$ cat src/rtl/rx_byte_assembler_pkg.sv
// Shared definitions for the USB RX byte assembly path.
// Holds the assembler state type and the SYNC / bit-stuffing defaults that
// the RX control FSM also relies on.
package rx_pkg;

  // Final SYNC byte as seen after LSB-first assembly (KJKJKJKK -> 0x80).
  localparam logic [7:0]  RX_SYNC_PATTERN = 8'h80;

  // Run length of 1s after which the transmitter inserts a stuffed 0.
  localparam int unsigned RX_MAX_ONES     = 6;

  typedef enum logic [1:0] {
    IDLE = 2'd0,
    DATA = 2'd1,
    ERR  = 2'd2
  } rx_asm_state_t;

endpackage

$ cat src/rtl/rx_bit_unstuffer.sv
// Bit-stuffing tracker for the RX byte assembler.
// Counts consecutive 1s on accepted bit strobes and flags the stuffed-bit slot.
//   clk, rst        : clock, synchronous active-high reset
//   d_bit           : current decoded bit
//   strobe          : advance the run counter with d_bit
//   clear           : zero the run counter (has priority over strobe)
//   bit_keep        : 0 when the current bit sits in the stuffed-bit slot
//   stuff_violation : current bit is a 1 in the stuffed-bit slot
module rx_bit_unstuffer
  import rx_pkg::*;
#(
  parameter int unsigned MAX_ONES = RX_MAX_ONES
) (
  input  logic clk,
  input  logic rst,
  input  logic d_bit,
  input  logic strobe,
  input  logic clear,
  output logic bit_keep,
  output logic stuff_violation
);

  localparam int unsigned OW = $clog2(MAX_ONES + 1);

  logic [OW-1:0] ones_cnt_q, ones_cnt_d;
  logic          stuff_slot;

  always_comb begin
    stuff_slot      = (ones_cnt_q == OW'(MAX_ONES));
    bit_keep        = !stuff_slot;
    stuff_violation = stuff_slot && d_bit;

    ones_cnt_d = ones_cnt_q;
    if (clear) begin
      ones_cnt_d = '0;
    end else if (strobe) begin
      // A 0 always ends the run (including a dropped stuffed 0); a 1 in the
      // slot leaves the counter saturated.
      if (!d_bit) begin
        ones_cnt_d = '0;
      end else if (!stuff_slot) begin
        ones_cnt_d = ones_cnt_q + 1'b1;
      end
    end
  end

  always_ff @(posedge clk) begin
    if (rst) begin
      ones_cnt_q <= '0;
    end else begin
      ones_cnt_q <= ones_cnt_d;
    end
  end

endmodule

$ cat src/rtl/rx_byte_assembler.sv
// USB RX byte assembler.
// Takes the NRZI-decoded bit stream, hunts for SYNC, strips stuffed bits and
// assembles LSB-first bytes. All outputs are registered, one clock after the
// shift_en strobe that caused them.
//   clk, rst     : clock, synchronous active-high reset
//   d_orig       : decoded bit, valid with shift_en
//   shift_en     : one strobe per bit period
//   eop          : end-of-packet, qualified by shift_en
//   rx_data      : last assembled byte (held until the next byte_valid)
//   byte_valid   : pulse, rx_data updated
//   packet_start : pulse, SYNC recognised
//   eop_ok       : pulse, EOP on a byte boundary
//   align_err    : pulse, EOP with a partial byte pending
//   stuff_err    : pulse, 1 received in a stuffed-bit slot
//   rx_active    : high while in DATA or ERR
module rx_byte_assembler
  import rx_pkg::*;
#(
  parameter int unsigned            DATA_W       = 8,
  parameter logic [DATA_W-1:0]      SYNC_PATTERN = DATA_W'(RX_SYNC_PATTERN),
  parameter int unsigned            MAX_ONES     = RX_MAX_ONES
) (
  input  logic              clk,
  input  logic              rst,
  input  logic              d_orig,
  input  logic              shift_en,
  input  logic              eop,
  output logic [DATA_W-1:0] rx_data,
  output logic              byte_valid,
  output logic              packet_start,
  output logic              eop_ok,
  output logic              align_err,
  output logic              stuff_err,
  output logic              rx_active
);

  localparam int unsigned       CNT_W   = $clog2(DATA_W);
  localparam logic [CNT_W-1:0]  CNT_MAX = CNT_W'(DATA_W - 1);

  rx_asm_state_t     state_q, state_d;
  logic [DATA_W-1:0] sr_q, sr_d;
  logic [CNT_W-1:0]  bit_cnt_q, bit_cnt_d;
  logic [DATA_W-1:0] rx_data_q, rx_data_d;
  logic              byte_valid_q, byte_valid_d;
  logic              packet_start_q, packet_start_d;
  logic              eop_ok_q, eop_ok_d;
  logic              align_err_q, align_err_d;
  logic              stuff_err_q, stuff_err_d;
  logic              rx_active_q, rx_active_d;

  logic              us_strobe, us_clear;
  logic              bit_keep, stuff_violation;
  logic [DATA_W-1:0] shifted;

  // The run counter also tracks the hunt stream in IDLE. SYNC ends in 0,1,
  // so it already holds exactly 1 when the match fires.
  rx_bit_unstuffer #(
    .MAX_ONES (MAX_ONES)
  ) u_unstuffer (
    .clk             (clk),
    .rst             (rst),
    .d_bit           (d_orig),
    .strobe          (us_strobe),
    .clear           (us_clear),
    .bit_keep        (bit_keep),
    .stuff_violation (stuff_violation)
  );

  always_comb begin
    state_d        = state_q;
    sr_d           = sr_q;
    bit_cnt_d      = bit_cnt_q;
    rx_data_d      = rx_data_q;
    byte_valid_d   = 1'b0;
    packet_start_d = 1'b0;
    eop_ok_d       = 1'b0;
    align_err_d    = 1'b0;
    stuff_err_d    = 1'b0;
    us_strobe      = 1'b0;
    us_clear       = 1'b0;
    shifted        = {d_orig, sr_q[DATA_W-1:1]};

    case (state_q)
      IDLE: begin
        if (shift_en) begin
          if (eop) begin
            sr_d      = '0;
            bit_cnt_d = '0;
            us_clear  = 1'b1;
          end else begin
            us_strobe = 1'b1;
            sr_d      = shifted;
            // In IDLE bit_cnt counts hunt bits since the last clear
            // (saturating), so a match needs a full byte of real bits
            // rather than matching against the cleared zeros.
            if (bit_cnt_q == CNT_MAX && shifted == SYNC_PATTERN) begin
              state_d        = DATA;
              packet_start_d = 1'b1;
              bit_cnt_d      = '0;
            end else if (bit_cnt_q != CNT_MAX) begin
              bit_cnt_d = bit_cnt_q + 1'b1;
            end
          end
        end
      end

      DATA: begin
        if (shift_en) begin
          if (eop) begin
            if (bit_cnt_q == '0) begin
              eop_ok_d = 1'b1;
            end else begin
              align_err_d = 1'b1;
            end
            state_d   = IDLE;
            sr_d      = '0;
            bit_cnt_d = '0;
            us_clear  = 1'b1;
          end else begin
            us_strobe = 1'b1;
            if (stuff_violation) begin
              stuff_err_d = 1'b1;
              state_d     = ERR;
            end else if (bit_keep) begin
              sr_d = shifted;
              if (bit_cnt_q == CNT_MAX) begin
                rx_data_d    = shifted;
                byte_valid_d = 1'b1;
                bit_cnt_d    = '0;
              end else begin
                bit_cnt_d = bit_cnt_q + 1'b1;
              end
            end
          end
        end
      end

      ERR: begin
        if (shift_en && eop) begin
          state_d   = IDLE;
          sr_d      = '0;
          bit_cnt_d = '0;
          us_clear  = 1'b1;
        end
      end

      default: begin
        state_d   = IDLE;
        sr_d      = '0;
        bit_cnt_d = '0;
        us_clear  = 1'b1;
      end
    endcase

    rx_active_d = (state_d != IDLE);
  end

  always_ff @(posedge clk) begin
    if (rst) begin
      state_q        <= IDLE;
      sr_q           <= '0;
      bit_cnt_q      <= '0;
      rx_data_q      <= '0;
      byte_valid_q   <= 1'b0;
      packet_start_q <= 1'b0;
      eop_ok_q       <= 1'b0;
      align_err_q    <= 1'b0;
      stuff_err_q    <= 1'b0;
      rx_active_q    <= 1'b0;
    end else begin
      state_q        <= state_d;
      sr_q           <= sr_d;
      bit_cnt_q      <= bit_cnt_d;
      rx_data_q      <= rx_data_d;
      byte_valid_q   <= byte_valid_d;
      packet_start_q <= packet_start_d;
      eop_ok_q       <= eop_ok_d;
      align_err_q    <= align_err_d;
      stuff_err_q    <= stuff_err_d;
      rx_active_q    <= rx_active_d;
    end
  end

  assign rx_data      = rx_data_q;
  assign byte_valid   = byte_valid_q;
  assign packet_start = packet_start_q;
  assign eop_ok       = eop_ok_q;
  assign align_err    = align_err_q;
  assign stuff_err    = stuff_err_q;
  assign rx_active    = rx_active_q;

endmodule
$ cat config.mk
export PLATFORM = sky130hd
export DESIGN_NAME = rx_byte_assembler
export DESIGN_NICKNAME = d
export VERILOG_FILES = /design/src/rtl/rx_byte_assembler_pkg.sv /design/src/rtl/rx_bit_unstuffer.sv /design/src/rtl/rx_byte_assembler.sv
export SDC_FILE = /design/constraint.sdc
export NUM_CORES = 1
export LEC_CHECK = 0
export BUFFER_PORTS_ARGS = -buffer_cell sky130_fd_sc_hd__buf_2
export CAP_MARGIN = 40
export CORE_MARGIN = 5
export CORE_UTILIZATION = 49
export DETAILED_ROUTE_END_ITERATION = 16
export PLACE_DENSITY = 0.77
export SLEW_MARGIN = 20
export SYNTH_ARGS = -nofsm -noshare
export SYNTH_HDL_FRONTEND = slang
export SYNTH_SLANG_ARGS = --single-unit
$ cat constraint.sdc
create_clock -name clk -period 1.65 [get_ports clk]
set_clock_uncertainty 0.05 [all_clocks]
set_input_delay 0.165 -clock clk [delete_from_list [all_inputs] [get_ports clk]]
set_output_delay 0.165 -clock clk [all_outputs]
set_load 0.01 [all_outputs]
# ---- After elaboration in Yosys (flattened, before gate mapping)
# Index checks and enable logic that the tools add are counted.
dict set report op_classes {
  n_addsub 2
  multipliers 0
  n_div 0
  magnitude_cmp 0
  n_eq_ne 13
  n_shift 0
  n_mux 41
  bitwise 6
  reduce_logical 16
}
# op n
set ops {}
lappend ops {{two-way mux 8 bit} 7}
lappend ops {{two-way mux 3 bit} 12}
lappend ops {{case mux 8 bit (3 select lines)} 1}
lappend ops {{two-way mux 2 bit} 7}
lappend ops {{AND reduction 6 bit} 2}
lappend ops {{OR reduction 4 bit} 3}
lappend ops {{two-way mux 1 bit} 11}
lappend ops {{!= test 3 bit (second input constant)} 3}
lappend ops {{case mux 3 bit (3 select lines)} 1}
lappend ops {{== test 8 bit (second input constant)} 1}
lappend ops {{!= test 2 bit (second input constant)} 4}
lappend ops {{adder 3 x 1 -> 3 bit (second input constant)} 2}
lappend ops {{== test 3 bit (second input constant)} 2}
lappend ops {{NOT 1 bit} 6}
lappend ops {{case mux 2 bit (3 select lines)} 1}
lappend ops {{OR reduction 6 bit} 1}
lappend ops {{AND reduction 5 bit} 1}
lappend ops {{!= test 4 bit (second input constant)} 1}
lappend ops {{OR reduction 2 bit} 2}
lappend ops {{logical AND 1 bit} 3}
lappend ops {{zero test 3 bit} 1}
lappend ops {{== test 2 x 1 -> 1 bit (second input constant)} 1}
lappend ops {{== test 2 bit (second input constant)} 1}
lappend ops {{zero test 2 bit} 1}
lappend ops {{other kinds (3)} 3}
dict set report totals {
  ff_bits 30
  latchBits 0
  ramBits 0
  rom_bits 0
  input_bits 5
  wordCells 89
  n_memories 0
}

# ---- Logic depth before layout (Yosys ltp)
dict set report depth {
  word_depth 7
  ltp_mapped 7
}

# ---- Modules after synthesis
# From an unflattened synthesis, not the netlist that was laid out.
dict set report unflattened {
  hier_cells 139
  area_unflattened_um2 1347.5
}
# mod n_inst cells_each area_per_inst_um2
set modules_own_cells {}
lappend modules_own_cells {rx_byte_assembler 1 120 1168.6}
lappend modules_own_cells {rx_bit_unstuffer 1 19 178.9}

# ---- Worst setup path before layout
# Ideal clock, no wire load.
dict set report synth_path {
  kind {reg-to-reg}
  startpoint {register u_unstuffer.ones_cnt_q[0]}
  endpoint {register bit_cnt_q[0]}
  setup_time_ps 122
  t_arrival_ps 1445
  required_ps 1478
  path_slack_ps 33
  stages_incl_launch_ff 7
  cell_sequence {dfxtp_1 -> inv_1 -> ha_1 -> a21boi_0 -> o21ai_1 -> a32o_1 -> mux2i_1}
}
dict set report synth_via {
  elab_chain_len 4
  elab_cells_between_ends 5
}
# item line_no
set synth_lines {}
lappend synth_lines {{start, declared} rx_bit_unstuffer.sv:25} ;# logic [OW-1:0] ones_cnt_q, ones_cnt_d;
lappend synth_lines {{start signal, assigned} rx_bit_unstuffer.sv:51} ;# ones_cnt_q <= ones_cnt_d;
lappend synth_lines {{== test 3 bit *} rx_bit_unstuffer.sv:29} ;# stuff_slot = (ones_cnt_q == OW'(MAX_ONES));
lappend synth_lines {{logical AND 1 bit} rx_bit_unstuffer.sv:31} ;# stuff_violation = stuff_slot && d_bit;
lappend synth_lines {{!= test 3 bit (no line)} --}
lappend synth_lines {{AND reduction 6 bit (no line) *} --}
lappend synth_lines {{end signal, assigned} rx_byte_assembler.sv:173} ;# bit_cnt_q <= bit_cnt_d;
lappend synth_lines {{end, declared} rx_byte_assembler.sv:42} ;# logic [CNT_W-1:0] bit_cnt_q, bit_cnt_d;
# Every way passes the cells marked *; elsewhere a longest branch is shown, timed or not.
# A chain may end at the register's enable or synchronous reset.

# ---- Final worst setup path
dict set report layout_path {
  startpoint {register bit_cnt_q[0]}
  endpoint {register packet_start_q, in the netlist packet_start}
}
dict set report layout_via {
  elab_chain_len 3
}
# item line_no
set layout_lines {}
lappend layout_lines {{== test 3 bit} rx_byte_assembler.sv:96} ;# if (bit_cnt_q == CNT_MAX && shifted == SYNC_PATTERN) begin
lappend layout_lines {{logical AND 1 bit} rx_byte_assembler.sv:96}
lappend layout_lines {{two-way mux 1 bit} rx_byte_assembler.sv:96}
lappend layout_lines {{end signal, assigned} rx_byte_assembler.sv:176} ;# packet_start_q <= packet_start_d;
lappend layout_lines {{end, declared} rx_byte_assembler.sv:45} ;# logic packet_start_q, packet_start_d;
# No other way between the ends.

==> metrics.txt <==
outcome completed; CP startpoint kind register; Syn Std Cell Area 1310 µm²; first-pass iteration count of the detailed router 4; Post-Syn Instances 140; WL met2 1460 µm; Core Box Area 2520 µm²; Synth Net Count 150; clk buf depth 2; CP required 1.86 ns; CTS tree done; Period minus WS final 1.56 ns; type of the worst min-delay path in -> reg; routability cong. 0.783; Inserted Clock Buffers 5; met3 wire len 130 µm; Netlist cell types 37; CTS Root Cell clkbuf_4; Final ANT Viol Nets 0; largest net degree at the start of global routing 27; hpwl dp 2010 µm; first-pass GRT wire length 4760 µm; VDD IR-drop max 0.594 mV; layout overhead on the synthesized area 23.9%; commonest non-fill, non-tap cells in the layout dfxtp_1, buf_2, nor2_1, buf_4; Core Util, Final 64.5%; Post-Syn Area per Cell 9.38 µm²; Total Nets Final 182; Die W 61.8 µm; routed length per instance 14.4 µm; Top-Level Pins 19; Setup CP Type reg -> reg; Yosys reg bits 29; final max-slew violation count 0; Tcrit/Tclk final 94.6%; H-tree depth 2; # port buffers 18; leading cell type in the layout, fill and taps excluded dfxtp_1; Reg clk slew, reported paths 0.08 ns; Max Freq 641 MHz; WL final 2910 µm; vias per std cell 5.57; initial antenna violation count 0; largest area contributor in the netlist dfxtp_1; Clock Latency Late Sink 0.32 ns; Leakage 0.715 nW; P per Cell Area 761 nW/µm²; relative slew slack 73.9%; unrepaired setup endpoints after global routing no; antenna cells 0; Ys Warns 0; Tot Pwr 1.24 mW; number of max-cap violations 0; global route total overflow 0; GRT Overall Usage 17.2%; final setup violation count 0; crit-path max FO 5; DRT iter0 DRCs 31; Yosys top cell area share 44.2%; Fill cells 219; Slew @ Worst Pin 0.391 ns; Hold Vio Cnt, Final 0; Post-synth EDFFs 0; Die Area 3820 µm²; ys flop type dfxtp_1; asr flop ratio synth 0%; layout cells sized above 1 29.7%; Initial Util 52.1%; vias in the first global route 1081; remaining routing DRC violations 0; CP Capture Type register; Top Layer Used met4; Rows 18; wl on met1 1250 µm; Arrival @ worst endpoint 1.77 ns; Num Clock Sinks 29; top cells by area, synth dfxtp_1, mux2i_1, nor2_1; Vias 1125; Die Y 61.8 µm; post-synthesis sequential area ratio 44.2%
==> metrics by stage <==
stage               worst slack (ns)  cells   TNS [ns]  area (µm²)  hold slack, ns
floorplan                     0.0330    140          0        1310           0.259
global placement              0.0675    194          0        1510           0.419
detailed placement         -0.000971    194  -0.000971        1510           0.432
CTS                           0.0133    201          0        1570           0.140
global route                 0.00584    202          0        1630           0.189
finish                        0.0895    202          0        1630           0.188
==> final timing paths <==
kind                             start                       to  slack [ns]  depth (start not counted)
max reg2reg  bit_cnt_q[0]$_SDFFE_PP0P_  packet_start$_SDFF_PP0_        0.09                          6
min                                eop     stuff_err$_SDFF_PP0_        0.19                          3
max          bit_cnt_q[0]$_SDFFE_PP0P_  packet_start$_SDFF_PP0_        0.09                          6
min reg2reg    rx_data[1]$_SDFFE_PP0P_  rx_data[1]$_SDFFE_PP0P_        0.44                          2
==> layout make-up <==
cell class | count | area [µm²] | area share (%)
Sequential cell | 29 | 583 | 35.8
Tap cell | 30 | 37.5 | 2.31
Inverter | 4 | 15.0 | 0.922
Timing Repair Buffer | 33 | 215 | 13.2
Clock buffer | 7 | 55.1 | 3.38
Multi-Input combinational cell | 99 | 722 | 44.4
==> state kept, by name (all words and copies together), names as in the netlist <==
signal,count
stuff_err,1
rx_data,8
align_err,1
rx_active,1
state_q,2
eop_ok,1
u_unstuffer.ones_cnt_q,3
packet_start,1
byte_valid,1
sr_q,7
bit_cnt_q,3
==> worst max-delay path, stage by stage (launching register included) <==
cell,delay (ns)
dfxtp_1,0.34
ha_2,0.19
ha_4,0.16
nor2b_2,0.16
nand4b_1,0.25
buf_4,0.23
nor3_1,0.11
==> cells by family after synthesis <==
logic type               synth area share (%)
AO/OA/AOI/OAI                            17.8
multiplexers                             8.38
XOR/XNOR                                0.667
flip-flops                               44.2
buffers and inverters                    4.95
adder cells (fa/ha/maj)                  4.76
AND/OR/NAND/NOR                          19.2
==> power breakdown <==
| group | internal [mW] | leakage (nW) | total, mW | switching, mW |
|---|---|---|---|---|
| registers | 0.706 | 0.235 | 0.711 | 0.00534 |
| clock network | 0.201 | 0.0314 | 0.427 | 0.226 |
| logic | 0.0462 | 0.449 | 0.101 | 0.0550 |
| total | 0.952 | 0.715 | 1.24 | 0.287 |
==> cell usage after synthesis (2+ instances only) <==
| master | count |
|---|---|
| a21o_1 | 2 |
| clkbuf_1 | 4 |
| nor2b_1 | 2 |
| buf_6 | 2 |
| nand2b_1 | 6 |
| inv_1 | 4 |
| a21oi_1 | 10 |
| dfxtp_1 | 29 |
| mux2i_1 | 11 |
| o21ai_1 | 2 |
| o211ai_1 | 7 |
| nand3_1 | 11 |
| o21a_1 | 2 |
| nor3_1 | 3 |
| nand4b_1 | 2 |
| o21ai_0 | 2 |
| nor2_1 | 17 |
| ha_1 | 5 |
==> repair_timing <==
item	4_1_cts	5_1_grt
hold endpoints to repair	0	0
buffers inserted	0	1
setup endpoints to repair	3	17
hold buffers	0	0
resized for setup	3	11
==> layer usage <==
| metal | GRT usage [%] | up-vias |
|---|---|---|
| met2 | 28.3 | 24 |
| met4 | 10.9 | 0 |
| met5 | 0 | - |
| met1 | 20.0 | 528 |
| met3 | 4.34 | 8 |
| li1 | - | 565 |
Note: power is estimated with default switching activity, not from simulation.
